===== src/rtl/song_sequencer.sv =====
// song_sequencer: walks a song in ROM and hands each note/duration to note_player
module song_sequencer #(
  parameter int SONG_BITS     = 2,
  parameter int NOTE_IDX_BITS = 5
) (
  input  logic                               clk,
  input  logic                               reset,
  input  logic                               play,
  input  logic                               new_song,
  input  logic [SONG_BITS-1:0]               song,
  output logic [SONG_BITS+NOTE_IDX_BITS-1:0] rom_addr,
  input  logic [11:0]                        rom_data,
  output logic [5:0]                         note_to_load,
  output logic [5:0]                         duration_to_load,
  output logic                               load_new_note,
  input  logic                               done_with_note,
  output logic                               song_done,
  output logic [NOTE_IDX_BITS-1:0]           note_index
);
  typedef enum logic [2:0] {IDLE, FETCH, CAPTURE, LOAD, WAIT_DONE, DONE} state_t;
  state_t state, state_n;
  logic [NOTE_IDX_BITS-1:0] idx;
  logic [SONG_BITS-1:0] song_q;
  logic last;
  assign last       = &idx;
  assign rom_addr   = {song_q, idx};
  assign note_index = idx;
  // state register
  always_ff @(posedge clk)
    state <= reset ? IDLE : state_n;
  // next state and decoded outputs; a duration of zero in the ROM marks end of song
  always_comb begin
    state_n       = state;
    load_new_note = state == LOAD;
    song_done     = state == DONE;
    case (state)
      IDLE:      state_n = play ? FETCH : IDLE;
      FETCH:     state_n = CAPTURE;
      CAPTURE:   state_n = rom_data[5:0] == 6'd0 ? DONE : play ? LOAD : CAPTURE;
      LOAD:      state_n = WAIT_DONE;
      WAIT_DONE: state_n = !done_with_note ? WAIT_DONE : last ? DONE : FETCH;
      DONE:      state_n = DONE;
      default:   state_n = IDLE;
    endcase
    if (new_song) state_n = IDLE;
  end
  // slot index and latched song; the last slot finishes the song instead of wrapping
  always_ff @(posedge clk)
    if (reset || new_song) begin
      idx    <= '0;
      song_q <= song;
    end else if (state == WAIT_DONE && done_with_note && !last) begin
      idx <= idx + 1'b1;
    end
  // note/duration latch, only written while capturing so it holds through LOAD and WAIT_DONE
  always_ff @(posedge clk)
    if (reset) {note_to_load, duration_to_load} <= '0;
    else if (state == CAPTURE) {note_to_load, duration_to_load} <= rom_data;
endmodule


===== config.mk =====
export PLATFORM = sky130hd
export DESIGN_NAME = song_sequencer
export DESIGN_NICKNAME = d
export VERILOG_FILES = /design/src/rtl/song_sequencer.sv
export SDC_FILE = /design/constraint.sdc
export NUM_CORES = 1
export LEC_CHECK = 0
export BUFFER_PORTS_ARGS = -buffer_cell sky130_fd_sc_hd__buf_2
export CORE_UTILIZATION = 35
export CTS_BUF_LIST = sky130_fd_sc_hd__clkbuf_16
export DETAILED_ROUTE_END_ITERATION = 8
export HOLD_SLACK_MARGIN = 0.1
export PLACE_DENSITY = 0.65
export SLEW_MARGIN = 20
export SYNTH_ARGS = -nofsm -noshare
export SYNTH_HDL_FRONTEND = slang
export SYNTH_SLANG_ARGS = --single-unit

===== constraint.sdc =====
create_clock -name clk -period 2.05 [get_ports clk]
set_clock_uncertainty 0.1 [all_clocks]
set_input_delay 0 -clock clk [delete_from_list [all_inputs] [get_ports clk]]
set_output_delay 0 -clock clk [all_outputs]
set_load 0.005 [all_outputs]

==> impl_results.md <==
- Number of antenna diodes: 0
- Place WS: -21.2 ps
- Site Rows: 18
- Sequential area share after synthesis: between 40% and 50%
- CTS Buf Count: 3
- CTS H-tree lvls: 1
- Global-route usage over all layers: a little under a fifth
- Seq cells post-synth: 22
- Area of the mapped netlist: 982 um^2
- Clk pwr share: 50.1%
- Setup tns final: 0 ps
- Largest family of logic cells by synthesized area: simple AND/OR/NAND/NOR gates
- Net switching power: around 200 uW
- Adder-Cell Fraction of Synth Area: under 10%
- Via count: around 1000
- Yosys warnings: 0
- Post-synthesis xor/xnor area fraction: less than 1%
- Most common cell after layout, fill and taps aside: buf_2
- Final setup fails: 0
- Sw Share: between 10% and 20%
- Detailed Route Iter0 Violations: 11
- Hold WC Path Type: in2reg
- Die ar.: 0.00302 mm^2
- Gp weighted congestion: 0.695
- Hold Path Depth: 3
- CTS clock-pin slew for the worst setup and hold paths: about 60 ps
- Crit path launch type: register
- Initial antenna violation count: 0
- Total gr overflow: 0
- Clock tree sinks: 22
- Via density: 4.84
- DR DRC count: 0
- Total power: between 1 and 1.5 mW
- Net Count, Synth: 124
- Avg Cell Area, Syn: around 9.5 um^2
- Final min period: approximately 2000 ps
- # port buffers: 44
- Largest net degree at the start of global routing: 14
- Status: complete, no violations
- Layout area overhead: 65.1%
- Area of the multi-input gates: roughly 460 um^2
- Reg area: 464 um^2
- # IOs: 45
- Critical path data arrival time: 2090 ps
- Dpl hpwl: 1.48 mm
- Fraction of layout instances using a drive strength above 1: a little over a third
- Rel. slew slack: between 70 and 80%
- Leak: 0.751 nW
- Clk Latency, worst-skew pair: roughly 250 ps
- Commonest non-fill, non-tap cells in the layout: buf_2 (44), dlygate4sd3_1 (30), nor2_1 (17), dfxtp_1 (17), mux2i_1 (12)
- Critical Path RT: ~2100 ps
- Reg2Reg Depth: 6
- Clock buffer depth: 2
- Peak supply drop: 572 uV
- Fin util: around 63%
- Number of cells produced by synthesis: between 100 and 150
- Worst setup EP type: register
- Post-route ant nets: 0
- Max Clock Freq: 500 MHz
- Per-cell routed wire length: around 12 um
- CP Class: reg2reg
- Worst-Margin Slew: roughly 370 ps
- Post-synth cell types: 32
- Fin. Hold Viols: 0
- Initial Util: 38.3%
- First-pass GRT wire length: 3.97 mm
- Synth Area in Compound Gates: about 8.7%
- Sequential share of power: around 41%
- CTS tree: built
- Post-synthesis mux area share: 12.2%
- 1st-pass router iterations: 4
- Max Cap Violations: 0
- Setup slack after layout: 49.9 ps
- Chip Height: around 55 um
- Drt total wl: 2.44 mm
- Core Area: 0.00257 mm^2
- Post-CTS Setup Repair Bufs: 0
- Root Driver: clkbuf_16
- Final Max Slew Viols: 0
- # fillers: ~230
- Combinational power share: approximately 8.4%
- Simple-gate share of the synthesized area: 20.4%
- Die X: 55.0 um
- Net total in the final layout: just under 200
- Crit-path max FO: 8
- P_int: a little under 900 uW
- Fin crit share: roughly 98%
- Power Density: roughly 670 mW/mm^2
- Vias in the first global route: about 940
kinds of logic (layout without fill, tap and decap cells):
family,after synthesis,after routing
adder cells (fa/ha/maj),2,2
AO/OA/AOI/OAI,14,14
buffers and inverters,14,83
AND/OR/NAND/NOR,38,38
multiplexers,12,12
XOR/XNOR,1,1
flip-flops,22,22
flip-flops by register name, summed over array words and instances, names as in the netlist:
signal / cells
duration_to_load: 6
note_index: 5
state: 3
note_to_load: 6
song_q: 2
worst paths after layout:
kind,from,end,slack (ps)
worst max-delay path,note_index[1]$_SDFFE_PP0P_,note_index[3]$_SDFFE_PP0P_,50
worst min-delay path,reset,note_index[1]$_SDFFE_PP0P_,250
worst max register to register,note_index[1]$_SDFFE_PP0P_,note_index[3]$_SDFFE_PP0P_,50
worst min register to register,note_index[3]$_SDFFE_PP0P_,note_index[3]$_SDFFE_PP0P_,420
power groups by stage:
stage                     clock (mW)  sequential, mW  combinational, mW
final                          0.543           0.449             0.0916
after global routing           0.571           0.451              0.100
after CTS                      0.557           0.449             0.0896
after detailed placement           0           0.458             0.0583
after global placement             0           0.458             0.0570
after floorplan                    0           0.456             0.0317
cell type report:
type	count	area share [%]
repair buffers	78	34.2
flip-flops and latches	22	28.6
multi-input cells	67	28.2
clock buffers	3	4.63
well taps	30	2.31
clock inverters	1	1.85
inverters	1	0.231
stage by stage:
stage / instance area (um^2) / hold slack [ps] / std cells
2_1_floorplan: 990 / -27.6 / 103
3_3_place_gp: 1200 / 77.0 / 168
3_5_place_dp: 1200 / 78.4 / 168
4_1_cts: 1610 / 245 / 202
5_1_grt: 1620 / 301 / 202
6_report: 1620 / 250 / 202
cell usage after synthesis:
| cell | instances | area [um^2] |
|---|---|---|
| or4_1 | 2 | 15.0 |
| a21oi_1 | 6 | 30.0 |
| o21ai_0 | 3 | 15.0 |
| nor3b_1 | 2 | 15.0 |
| nand3_1 | 3 | 15.0 |
| nand3b_1 | 1 | 7.51 |
| dfxtp_1 | 20 | 400 |
| nor4b_1 | 1 | 8.76 |
| a2bb2oi_1 | 1 | 8.76 |
| or2_2 | 1 | 6.26 |
| a221oi_1 | 1 | 8.76 |
| buf_2 | 2 | 10.0 |
| nor2_1 | 17 | 63.8 |
| or3b_1 | 1 | 8.76 |
| clkbuf_1 | 4 | 15.0 |
| mux2i_1 | 12 | 120 |
| clkbuf_2 | 1 | 5.00 |
| buf_6 | 1 | 11.3 |
| and3_1 | 1 | 6.26 |
| nor4_1 | 2 | 12.5 |
| buf_4 | 5 | 37.5 |
| o31ai_1 | 2 | 15.0 |
| nand2_1 | 1 | 3.75 |
| and2_1 | 1 | 6.26 |
| or3_1 | 1 | 6.26 |
| o21a_1 | 1 | 7.51 |
| ha_1 | 2 | 25.0 |
| nor2b_1 | 2 | 12.5 |
| inv_1 | 1 | 3.75 |
| xnor2_1 | 1 | 8.76 |
| edfxtp_1 | 2 | 60.1 |
| nand2b_1 | 2 | 12.5 |
timing repair:
| action | CTS | global route |
|---|---|---|
| resized for setup | 1 | 3 |
| endpoints found under the setup margin | 1 | 13 |
| hold endpoints to repair | 23 | 0 |
| hold buffers | 30 | 0 |
| pin swaps | 0 | 3 |
| cloned | 0 | 0 |
metal layers:
layer	part of all wire [%]	GRT usage (%)	wire length, um	vias up
met5	0	0	0	-
li1	-	-	-	493
met3	5.8	4.37	141	4
met2	43	31.9	1060	40
met1	49	22.6	1190	441
met4	2.0	10.0	48	0
worst max-delay path, stage by stage, from the launching register on:
cell and delay [ps]:
dfxtp_2 320, ha_2 180, and3_4 180, ha_2 170, or3b_4 430, or4_1 400, a21oi_1 150
Power figures use the tool's default switching activity.
